**src/rtl/usb_pulpino_mailbox_pkg.sv**
```systemverilog
// rtl/usb_pulpino_mailbox_pkg.sv - shared constants for the USB/PULPino mailbox
package usb_pulpino_mailbox_pkg;

    localparam int STAT_WIDTH   = 4;
    localparam int STAT_U2P_OVF = 0;
    localparam int STAT_U2P_UDF = 1;
    localparam int STAT_P2U_OVF = 2;
    localparam int STAT_P2U_UDF = 3;

endpackage

```
**src/rtl/usb_pulpino_mailbox_fifo.sv**
```systemverilog
// rtl/usb_pulpino_mailbox_fifo.sv - single-clock FIFO with strobe push/pop and error pulses
module mailbox_fifo #(
    parameter  int pDATA_WIDTH = 8,
    parameter  int pDEPTH      = 16,
    localparam int pCNT_WIDTH  = $clog2(pDEPTH + 1),
    localparam int pPTR_WIDTH  = $clog2(pDEPTH)
) (
    input  logic                   clk,
    input  logic                   rst_n,
    input  logic                   push_i,
    input  logic [pDATA_WIDTH-1:0] push_data_i,
    input  logic                   pop_i,
    output logic [pDATA_WIDTH-1:0] rd_data_o,
    output logic                   valid_o,
    output logic [pCNT_WIDTH-1:0]  count_o,
    output logic                   push_ok_o,
    output logic                   overflow_o,
    output logic                   underflow_o
);

    localparam logic [pCNT_WIDTH-1:0] CNT_FULL = pCNT_WIDTH'(pDEPTH);
    localparam logic [pCNT_WIDTH-1:0] CNT_ONE  = pCNT_WIDTH'(1);
    localparam logic [pPTR_WIDTH-1:0] PTR_ONE  = pPTR_WIDTH'(1);

    logic [pDATA_WIDTH-1:0] mem_q [pDEPTH];
    logic [pPTR_WIDTH-1:0]  wr_ptr_q, wr_ptr_d;
    logic [pPTR_WIDTH-1:0]  rd_ptr_q, rd_ptr_d;
    logic [pCNT_WIDTH-1:0]  count_q, count_d;
    logic                   full, empty, pop_ok;

    assign full  = (count_q == CNT_FULL);
    assign empty = (count_q == '0);

    // A pop on a full FIFO frees the slot the same-cycle push lands in,
    // so a full FIFO still accepts a push that coincides with a pop.
    assign pop_ok      = pop_i & ~empty;
    assign push_ok_o   = push_i & (~full | pop_i);
    assign overflow_o  = push_i & full & ~pop_i;
    assign underflow_o = pop_i & empty;

    assign valid_o   = ~empty;
    assign count_o   = count_q;
    assign rd_data_o = valid_o ? mem_q[rd_ptr_q] : '0;

    // Next-state for pointers and fill count; pointers wrap at pDEPTH.
    always_comb begin
        wr_ptr_d = wr_ptr_q;
        rd_ptr_d = rd_ptr_q;
        count_d  = count_q;
        if (push_ok_o) wr_ptr_d = wr_ptr_q + PTR_ONE;
        if (pop_ok)    rd_ptr_d = rd_ptr_q + PTR_ONE;
        case ({push_ok_o, pop_ok})
            2'b10:   count_d = count_q + CNT_ONE;
            2'b01:   count_d = count_q - CNT_ONE;
            default: count_d = count_q;
        endcase
    end

    // Pointer and count state; reset empties the FIFO immediately.
    always_ff @(posedge clk or negedge rst_n) begin
        if (!rst_n) begin
            wr_ptr_q <= '0;
            rd_ptr_q <= '0;
            count_q  <= '0;
        end else begin
            wr_ptr_q <= wr_ptr_d;
            rd_ptr_q <= rd_ptr_d;
            count_q  <= count_d;
        end
    end

    // Storage array; left uninitialised since rd_data is gated by valid.
    always_ff @(posedge clk) begin
        if (push_ok_o) mem_q[wr_ptr_q] <= push_data_i;
    end

endmodule

```
**src/rtl/usb_pulpino_mailbox.sv**
```systemverilog
// rtl/usb_pulpino_mailbox.sv - bidirectional toggle-handshake mailbox between USB regs and PULPino GPIO
module usb_pulpino_mailbox
    import usb_pulpino_mailbox_pkg::*;
#(
    parameter  int pDATA_WIDTH = 8,
    parameter  int pDEPTH      = 16,
    localparam int pCNT_WIDTH  = $clog2(pDEPTH + 1)
) (
    input  logic                   clk,
    input  logic                   rst_n,
    input  logic [pDATA_WIDTH-1:0] usb_wr_data,
    input  logic                   usb_wr_toggle,
    output logic                   usb_wr_ack,
    output logic [pDATA_WIDTH-1:0] usb_rd_data,
    output logic                   usb_rd_valid,
    input  logic                   usb_rd_toggle,
    input  logic [pDATA_WIDTH-1:0] pulpino_wr_data,
    input  logic                   pulpino_wr_toggle,
    output logic                   pulpino_wr_ack,
    output logic [pDATA_WIDTH-1:0] pulpino_rd_data,
    output logic                   pulpino_rd_valid,
    input  logic                   pulpino_rd_toggle,
    output logic [pCNT_WIDTH-1:0]  u2p_count,
    output logic [pCNT_WIDTH-1:0]  p2u_count,
    input  logic                   status_clr,
    output logic [3:0]             status
);

    // Toggle lanes: 0 usb_wr, 1 usb_rd, 2 pulpino_wr, 3 pulpino_rd
    logic [3:0] tog;
    logic [3:0] copy_q;
    logic [3:0] ev_q;

    logic u2p_push_ok, u2p_ovf, u2p_udf;
    logic p2u_push_ok, p2u_ovf, p2u_udf;

    logic usb_ack_q, pul_ack_q;
    logic [STAT_WIDTH-1:0] status_q, status_set;

    assign tog = {pulpino_rd_toggle, pulpino_wr_toggle, usb_rd_toggle, usb_wr_toggle};

    // Edge detection; the event itself is registered, giving a two-cycle input-to-output latency.
    always_ff @(posedge clk or negedge rst_n) begin
        if (!rst_n) begin
            copy_q <= '0;
            ev_q   <= '0;
        end else begin
            copy_q <= tog;
            ev_q   <= tog ^ copy_q;
        end
    end

    mailbox_fifo #(
        .pDATA_WIDTH (pDATA_WIDTH),
        .pDEPTH      (pDEPTH)
    ) u_u2p (
        .clk         (clk),
        .rst_n       (rst_n),
        .push_i      (ev_q[0]),
        .push_data_i (usb_wr_data),
        .pop_i       (ev_q[3]),
        .rd_data_o   (pulpino_rd_data),
        .valid_o     (pulpino_rd_valid),
        .count_o     (u2p_count),
        .push_ok_o   (u2p_push_ok),
        .overflow_o  (u2p_ovf),
        .underflow_o (u2p_udf)
    );

    mailbox_fifo #(
        .pDATA_WIDTH (pDATA_WIDTH),
        .pDEPTH      (pDEPTH)
    ) u_p2u (
        .clk         (clk),
        .rst_n       (rst_n),
        .push_i      (ev_q[2]),
        .push_data_i (pulpino_wr_data),
        .pop_i       (ev_q[1]),
        .rd_data_o   (usb_rd_data),
        .valid_o     (usb_rd_valid),
        .count_o     (p2u_count),
        .push_ok_o   (p2u_push_ok),
        .overflow_o  (p2u_ovf),
        .underflow_o (p2u_udf)
    );

    // Gather the per-cycle error pulses into status bit positions.
    always_comb begin
        status_set               = '0;
        status_set[STAT_U2P_OVF] = u2p_ovf;
        status_set[STAT_U2P_UDF] = u2p_udf;
        status_set[STAT_P2U_OVF] = p2u_ovf;
        status_set[STAT_P2U_UDF] = p2u_udf;
    end

    // Acks flip once per accepted push; sticky flags let a new event win over a clear.
    always_ff @(posedge clk or negedge rst_n) begin
        if (!rst_n) begin
            usb_ack_q <= 1'b0;
            pul_ack_q <= 1'b0;
            status_q  <= '0;
        end else begin
            usb_ack_q <= usb_ack_q ^ u2p_push_ok;
            pul_ack_q <= pul_ack_q ^ p2u_push_ok;
            status_q  <= (status_q & ~{STAT_WIDTH{status_clr}}) | status_set;
        end
    end

    assign usb_wr_ack     = usb_ack_q;
    assign pulpino_wr_ack = pul_ack_q;
    assign status         = status_q;

endmodule
```
**config.mk**
```make
export PLATFORM = sky130hd
export DESIGN_NAME = usb_pulpino_mailbox
export DESIGN_NICKNAME = d
export VERILOG_FILES = /design/src/rtl/usb_pulpino_mailbox_pkg.sv /design/src/rtl/usb_pulpino_mailbox_fifo.sv /design/src/rtl/usb_pulpino_mailbox.sv
export SDC_FILE = /design/constraint.sdc
export NUM_CORES = 1
export LEC_CHECK = 0
export CORE_MARGIN = 2
export CORE_UTILIZATION = 54
export DETAILED_ROUTE_END_ITERATION = 10
export PLACE_DENSITY = 0.76
export SYNTH_ARGS = -nofsm -noshare
export SYNTH_HDL_FRONTEND = slang
export SYNTH_SLANG_ARGS = --single-unit
```
**constraint.sdc**
```tcl
create_clock -name clk -period 5.53 [get_ports clk]
set_clock_uncertainty 0.15 [all_clocks]
set_input_delay 0.8295 -clock clk [delete_from_list [all_inputs] [get_ports clk]]
set_output_delay 0.8295 -clock clk [all_outputs]
set_load 0.005 [all_outputs]
```
# After elaboration in Yosys (flattened, before gate mapping)
# Memories as Yosys holds them, arrays and structs flattened.
# Index checks and enable logic that the tools add are counted.
totals:
  regBits: 40
  latch_bits: 0
  mem_bits_rw: 256
  romBits: 0
  input_bits: 23
  output_inout_bits: 34
  wordCells: 63
  memories: 2
op_classes:
  addsub: 8
  n_mul: 0
  div_mod_pow: 0
  magnitude_cmp: 0
  n_eq_ne: 6
  shift: 0
  muxes: 8
  bitwise_logic: 24
  reduce_logical: 4
mem_list:
  columns: ["name", "depth", "width", "read_ports", "rd_clocked_by_memory_dff", "write_ports", "line_no", "rtl"]
  rows:
  - ["u_p2u.mem_q", 16, 8, 1, 0, 1, "usb_pulpino_mailbox_fifo.sv:25", "logic [pDATA_WIDTH-1:0] mem_q [pDEPTH];"]
  - ["u_u2p.mem_q", 16, 8, 1, 0, 1, "usb_pulpino_mailbox_fifo.sv:25", null]
op_table:
  columns: ["operator", "n"]
  rows:
  - ["case mux 5 bit (2 select lines)", 2]
  - ["adder 4 x 1 -> 4 bit, second input constant", 4]
  - ["2-to-1 mux 8 bit", 2]
  - ["adder 5 x 1 -> 5 bit, second input constant", 2]
  - ["bitwise AND 1 bit", 10]
  - ["== test 5 bit, second input constant", 2]
  - ["zero test 5 bit", 2]
  - ["subtractor 5 x 1 -> 5 bit, second input constant", 2]
  - ["NOT 1 bit", 6]
  - ["bitwise AND 4 bit", 1]
  - ["== test 2 x 1 -> 1 bit, second input constant", 2]
  - ["== test 2 bit, second input constant", 2]
  - ["2-to-1 mux 1 bit", 4]
  - ["NOT 4 bit", 1]
  - ["bitwise OR 4 bit", 1]
  - ["nonzero test 2 bit", 2]
  - ["XOR 4 bit", 1]
  - ["bitwise OR 1 bit", 2]
  - ["XOR 1 bit", 2]

# Logic depth before layout (Yosys ltp)
# Gate-level depths: netlist of run 1.
depth:
  word_depth: 6
  ltp_mapped: 13
  mapped_depth_nobuf: 11

# By module
# From an unflattened synthesis of run 1, not the netlist that was laid out.
hier_totals:
  hier_cells: 651
  area_unflattened_um2: 12171.7
modules_own_cells:
  columns: ["mod", "n_inst", "cells_per_inst", "area_per_inst_um2", "seq_area_each_um2"]
  rows:
  - ["mailbox_fifo at u_u2p", 1, 313, 5871.9, 4169.0]
  - ["mailbox_fifo at u_p2u", 1, 313, 5863.1, 4169.0]
  - ["usb_pulpino_mailbox", 1, 25, 436.7, 350.3]

# Worst setup path after synthesis of run 1
# Ideal clock, no wire load.
synth_path:
  path_type: "register -> register"
  start: "reg u_u2p.count_q[1] (netlist: u_u2p.count_o[1])"
  end: "reg u_u2p.count_q[4] (netlist: u_u2p.count_o[4])"
  setup_ns: 0.144
  arrival_ns: 2.792
  t_required_ns: 5.236
  setup_slack_ns: 2.444
  path_stages_with_launch: 13
  path_buffers: 2
  synth_period_minus_slack_ns: 3.086
  cell_sequence: "dfrtp_1 > buf_2 > nor4_2 > a31oi_2 > inv_2 > ha_1 > clkbuf_1 > xor2_1 > ha_1 > o211ai_1 > nor4bb_1 > a2111oi_0 > o211ai_1"
synth_between:
  elab_chain_cells: 6
  elab_cells_between_ends: 13
  classes_between: "add/sub: 2; eq/ne: 3; mux: 1; bitwise: 5; reduce/logical: 2"
synth_lines:
  columns: ["element", "line_no", "rtl"]
  rows:
  - ["start: declaration", "usb_pulpino_mailbox_fifo.sv:28", "logic [pCNT_WIDTH-1:0] count_q, count_d;"]
  - ["start signal: assignment", "usb_pulpino_mailbox_fifo.sv:68", "count_q <= count_d;"]
  - ["== test 5 bit", "usb_pulpino_mailbox_fifo.sv:31", "assign full = (count_q == CNT_FULL);"]
  - ["NOT 1 bit", "usb_pulpino_mailbox_fifo.sv:37", "assign push_ok_o = push_i & (~full | pop_i);"]
  - ["bitwise OR 1 bit", "usb_pulpino_mailbox_fifo.sv:37", null]
  - ["bitwise AND 1 bit", "usb_pulpino_mailbox_fifo.sv:37", null]
  - ["== test 2 x 1 -> 1 bit or == test 2 bit (tied branches)", "usb_pulpino_mailbox_fifo.sv:52", "case ({push_ok_o, pop_ok})"]
  - ["case mux 5 bit (2 select lines) or nonzero test 2 bit (tied branches)", null, null]
# Several ways; a longest one is shown, not always the timed one.
# A chain may end at the register's enable or synchronous reset.

# Worst setup path in the final report of run 1
layout_path:
  start: "reg u_u2p.rd_ptr_q[1]"
  end: "out pulpino_rd_data[5]"
layout_between:
  elab_chain_cells: 2
layout_lines:
  columns: ["element", "line_no", "rtl"]
  rows:
  - ["start: declaration", "usb_pulpino_mailbox_fifo.sv:27", "logic [pPTR_WIDTH-1:0] rd_ptr_q, rd_ptr_d;"]
  - ["start signal: assignment", "usb_pulpino_mailbox_fifo.sv:67", "rd_ptr_q <= rd_ptr_d;"]
  - ["memory (16 x 8 bit)", null, null]
  - ["2-to-1 mux 8 bit", "usb_pulpino_mailbox_fifo.sv:43", "assign rd_data_o = valid_o ? mem_q[rd_ptr_q] : '0;"]
  - ["end: declaration", "usb_pulpino_mailbox.sv:20", "output logic [pDATA_WIDTH-1:0] pulpino_rd_data,"]
# No other way between the ends.

==> impl_metrics.ini, run 1 <==
[outcome]
status = complete, no violations

[detailed_routing]
drc = 0
wl_um = 22900
wire_per_inst_um = 22.2
vias_per_cell = 5.96
drt_iter0_markers = 397
num_vias = 6149
firstDrtPassIters = 5
detail-route-antenna-nets = 0

[placement]
dp_hpwl_um = 14900
port_buffers = 56
gp_congestion = 0.820
place_worst_setup_slack_ps = 1780

[logic_synthesis]
yosys_warnings = 0
postSynth.asyncResetShare_pct = 13.5
synth_edf_count = 256
netlist.area_leader.share_pct = 62.9
synthSimpleGateAreaFrac_pct = 3.86
synth-seq-cells = 296
synth_area_um2 = 12200
synth_area_leaders = edfxtp_1 63%, mux4_2 8.5%, dfrtp_1 8.2%
yosys.area.top_type = edfxtp_1
synth-adder-area-share_pct = 1.84
synth_cell_types = 51
synth_compound_area_share_pct = 3.15
netlist_instances = 653
ys_seq_area_share_pct = 71.0
synth-xor-area-share_pct = 1.86
synth_top_family_by_area = multiplexers
avgSynthCellArea_um2 = 18.7
syn_nets = 694
synthFlopType = edfxtp_1
synthMuxAreaShare_pct = 15.5

[pwr]
p_comb_share_pct = 29.5
power.total_mw = 7.20
seqPwrFrac_pct = 43.6
p_switching_mw = 2.10
intPower_mw = 5.10
p_per_area_nw_per_um2 = 513
switching_share_pct = 29.2
ir_worst_vdd_mv = 0.344
clkPwrFrac_pct = 26.9
leakagePower_nw = 4.82

[global_routing]
use_met3_pct = 3.78
track_usage_pct = 19.5
grt_use_met1_pct = 26.8
gr-usage-met2_pct = 32.5
grt_start_max_net_pins = 41
grt_pass1_wl_um = 35600
grt_pass1_vias = 6329
antenna_found_initial = 0
grt_overflow = 0
grt_busiest_layer = met2

[cts]
cts_buffers = 29
clk_latency_ps = 530
tritoncts = done
holdBufCountCts = 0
htree_levels = 1
post_cts_resized = 0
clkTransAtPathRegs_ps = 60
cts_sinks = 296
cts_setup_buffers = 0
clock_tree.root_cell = clkbuf_16
clockBufferDepth = 3

[critical_path]
cp_slowest_stage_delay_ps = 1070
setup.worst_path.class = flip-flop to output pin
ff2ff_path_depth = 10
regToRegSetupSlack_ps = 1760
crit_path_max_fanout = 21
critPathLaunch = u_u2p.rd_ptr_q[1]
cp-start-kind = flip-flop
reg2reg_to = u_u2p.count_o[4]
setup.worst_path.end = pulpino_rd_data[5]
arrival_ps = 3280
worst_ep_required_time_ps = 4550
end_kind = output pin
crit_slowest_cell = dfrtp_1
path_depth = 5
cp_top_family = flip-flops
r2r-start = u_u2p.count_o[1]
cp_num_buf_inv = 1
crit_chain = mux4_1, mux2_2, o21ai_1, a21oi_1, clkdlybuf4s50_1

[die]
die_h_um = 154
die_w_um = 154
coreArea_um2 = 22400
num_rows = 55
start_util_pct = 54.5
pin_count = 57
die-area_um2 = 23900

[timing]
setup_tns_ps = 0
setup_viol = 0
drv_slew = 0
finalCriticalPeriod_ps = 4260
hold_violations = 0
slew_headroom_pct = 19.6
finalCritPeriodShare_pct = 77.0
tightestPinTransition_ps = 1210
fin_hold_ws_ps = 283
rsz0062_at_grt = no
fmaxAchievable_mhz = 235
fin_ws_ps = 1270

[finish]
fill_cells = 1537
nets = 766
mostFrequentLayoutCells = 256 x edfxtp_1, 55 x clkdlybuf4s50_1, 46 x mux4_2
syn_to_final_growth_pct = 14.8
layout_commonest_cell = edfxtp_1
drive_above_1_share_pct = 19.0
diodes = 0

[worst_hold_path]
hold_class = flip-flop to flip-flop

[flow_run]
maxCapViolCount = 0
synthesized netlist by cell type, types with 3 or more instances:
cell / n
nor3_1: 8
a311oi_1: 3
buf_4: 6
mux4_2: 46
inv_1: 25
xnor2_1: 20
buf_2: 14
nor4_1: 10
ha_1: 18
dfrtp_1: 40
nand4_1: 3
o21ai_1: 8
nor2_1: 15
edfxtp_1: 256
mux2i_1: 16
xor2_1: 6
mux4_1: 18
nand3_1: 7
clkbuf_1: 12
a21oi_1: 19
nand2_1: 16
and3_1: 11
o22ai_1: 3
or4_1: 3
o21ai_0: 13
nand2b_1: 4
mux2_2: 20
power by group through the flow:
stage / clock, mW / combinational, mW / sequential [mW]
3_5_place_dp: 0 / 2.12 / 3.19
6_report: 1.94 / 2.12 / 3.14
5_1_grt: 2.05 / 2.29 / 3.20
4_1_cts: 1.98 / 2.14 / 3.15
2_1_floorplan: 0 / 1.66 / 2.88
3_3_place_gp: 0 / 2.06 / 3.16
layout make-up:
cell class,instances,area [um^2],share of cell area (%)
Inverter,27,101,0.722
Multi-Input combinational cell,292,3210,22.9
Timing Repair Buffer,79,728,5.19
Tap cell,285,357,2.54
Clock inverter,17,191,1.36
Clock buffer,36,762,5.43
Sequential cell,296,8690,61.9
state kept, by name, indices dropped and copies added, names as in the netlist:
name,cells
pulpino_wr_ack,1
u_p2u.wr_ptr_q,4
u_u2p.mem_q,128
usb_wr_ack,1
u_p2u.count_o,5
u_u2p.count_o,5
ev_q,4
u_u2p.wr_ptr_q,4
u_p2u.rd_ptr_q,4
u_p2u.mem_q,128
u_u2p.rd_ptr_q,4
copy_q,4
status,4
per-stage QoR:
step	std cells	area [um^2]	util (%)
2_1_floorplan	653	12200	-
3_3_place_gp	979	13100	58.3
3_5_place_dp	979	13100	58.3
4_1_cts	1032	14000	62.5
5_1_grt	1032	14000	62.6
6_report	1032	14000	62.6
cell families (layout without fill, tap and decap cells):
logic type / count (synthesis) / in the layout
AOI/OAI and AO/OA: 62 / 62
xor gates and xnor gates: 26 / 26
adders and majority gates: 18 / 18
buffers and inverters: 65 / 159
DFF: 296 / 296
muxes: 100 / 100
and+or+nand+nor: 86 / 86
routing by layer:
metal | vias to the layer above | routed length (um)
met1 | 3149 | 9570
met5 | - | 0
met2 | 201 | 11500
met4 | 0 | 465
met3 | 39 | 1420
li1 | 2760 | -
how the worst min path moves through the flow:
stage | to | slack, ps | cells past startpoint | start
floorplan | ev_q[0] | 270 | 1 | copy_q[0]
global placement | ev_q[0] | 280 | 1 | copy_q[0]
detailed placement | ev_q[0] | 280 | 1 | copy_q[0]
CTS | ev_q[0] | 290 | 1 | copy_q[0]
global route | ev_q[0] | 290 | 1 | copy_q[0]
finish | ev_q[1] | 280 | 1 | copy_q[1]
No activity file was read; power rests on OpenSTA's default activity.
==> run 2, diff against run 1 <==
==> constraint.sdc (replaced) <==
create_clock -name clk -period 4.11 [get_ports clk]
set_clock_uncertainty 0.15 [all_clocks]
set_input_delay 0.6165 -clock clk [delete_from_list [all_inputs] [get_ports clk]]
set_output_delay 0.6165 -clock clk [all_outputs]
set_load 0.005 [all_outputs]
==> run 2 against run 1 <==
  * Critical endpoint is now pulpino_rd_data[3]
  * Core utilization about the same
  * Combinational power increased by 40%
  * Die area unchanged
  * Global-route usage is 0.48 points higher
  * Largest power group unchanged
==> impl_metrics.ini, run 2 (synthesis gave the netlist of run 1 again) <==
[outcome]
status = complete, no violations

[global_routing]
grt_pass1_vias = 6458
grt_overflow = 0
grt_pass1_wl_um = 36400
grt_start_max_net_pins = 41
antenna_found_initial = 0
track_usage_pct = 20.0

[detailed_routing]
drt_iter0_markers = 457
firstDrtPassIters = 5
detail-route-antenna-nets = 0
met1_length_um = 9720
wl_met2_um = 12100
wire_per_inst_um = 22.5
wl_met3_um = 1090
highest_layer = met4
num_vias = 6156
drc = 0
vias_per_cell = 5.94
wl_um = 23300

[pwr]
p_switching_mw = 2.87
clkPwrFrac_pct = 26.5
p_comb_share_pct = 30.6
p_per_area_nw_per_um2 = 689
intPower_mw = 6.80
leakagePower_nw = 4.84
seqPwrFrac_pct = 42.9
ir_worst_vdd_mv = 0.483
power.total_mw = 9.67
switching_share_pct = 29.7

[finish]
nets = 770
fill_cells = 1560
drive_above_1_share_pct = 19.7
diodes = 0
layout_commonest_cell = edfxtp_1
syn_to_final_growth_pct = 14.8
final_core_util_pct = 62.6
mostFrequentLayoutCells = 256 x edfxtp_1, 55 x clkdlybuf4s50_1, 46 x mux4_2
reg_top3 = u_p2u.mem_q (128), u_u2p.mem_q (128)

[timing]
slew_headroom_pct = 34.7
setup_tns_ps = 0
rsz0062_at_grt = no
fmaxAchievable_mhz = 268
finalCriticalPeriod_ps = 3730
hold_violations = 0
fin_hold_ws_ps = 62.9
tightestPinTransition_ps = 977
finalCritPeriodShare_pct = 90.7
drv_slew = 0
setup_viol = 0

[critical_path]
cp-start-kind = flip-flop
setup.worst_path.class = flip-flop to output pin
arrival_ps = 2960
worst_ep_required_time_ps = 3340
crit_path_max_fanout = 20
end_kind = output pin

[cts]
holdBufCountCts = 0
post_cts_resized = 0
htree_levels = 1
tritoncts = done
cts_buffers = 30
clkTransAtPathRegs_ps = 60
cts_sinks = 296
clk_latency_ps = 540
clockBufferDepth = 3
clock_tree.root_cell = clkbuf_16
cts_setup_buffers = 0

[die]
die_w_um = 154
pin_count = 57
num_rows = 55
die_h_um = 154
coreArea_um2 = 22400
start_util_pct = 54.5
die-area_um2 = 23900

[flow_run]
maxCapViolCount = 0

[worst_hold_path]
hold_class = input port to async pin

[placement]
gp_congestion = 0.821
port_buffers = 56
dp_hpwl_um = 14800
## run 2: path summary, 6_finish.rpt
| path | from | end | slack, ps | cells past startpoint |
|---|---|---|---|---|
| worst min-delay path | rst_n | copy_q[2] | 60 | 1 |
| min in group clk | copy_q[0] | ev_q[0] | 280 | 1 |
| worst max register to register | u_u2p.count_o[1] | u_u2p.count_o[4] | 740 | 10 |
| worst max-delay path | u_u2p.rd_ptr_q[3] | pulpino_rd_data[3] | 380 | 5 |
| worst min register to register | copy_q[0] | ev_q[0] | 280 | 1 |
| max in group asynchronous | rst_n | u_p2u.rd_ptr_q[1] | 3090 | 1 |
## run 2: area by class of cell
class / instances / area (um^2) / area share [%]
multi-input combinational: 292 / 3200 / 22.8
inverter: 27 / 101 / 0.722
clock inverter: 21 / 154 / 1.10
clock buffer: 34 / 787 / 5.60
sequential: 296 / 8690 / 61.9
timing repair buffer: 82 / 751 / 5.35
tap: 285 / 357 / 2.54
## run 2: per-stage QoR
| stage | cell area, um^2 | worst slack (ps) | cells |
|---|---|---|---|
| 2_1_floorplan | 12200 | 1020 | 653 |
| 3_5_place_dp | 13100 | 657 | 982 |
| 3_3_place_gp | 13100 | 716 | 982 |
| 5_1_grt | 14000 | 198 | 1037 |
| 4_1_cts | 14000 | 68.1 | 1037 |
| 6_report | 14000 | 382 | 1037 |
## run 2: power groups by stage
stage	sequential [mW]	clock (mW)	combinational (mW)
floorplan	3.88	0	2.24
global placement	4.15	0	2.87
detailed placement	4.20	0	2.97
CTS	4.15	2.61	3.00
global route	4.21	2.73	3.20
finish	4.15	2.56	2.96
## run 2: routing by layer
| metal | track usage [%] | vias to the layer above |
|---|---|---|
| met5 | 0 | - |
| li1 | - | 2773 |
| met3 | 3.00 | 34 |
| met4 | 4.89 | 0 |
| met2 | 34.9 | 170 |
| met1 | 26.8 | 3179 |
## run 2: critical path: stages (launching register included)
cell	delay (ps)
dfrtp_1	950
mux4_2	440
mux2_2	300
o21ai_0	170
a21oi_1	70
clkdlybuf4s50_1	490
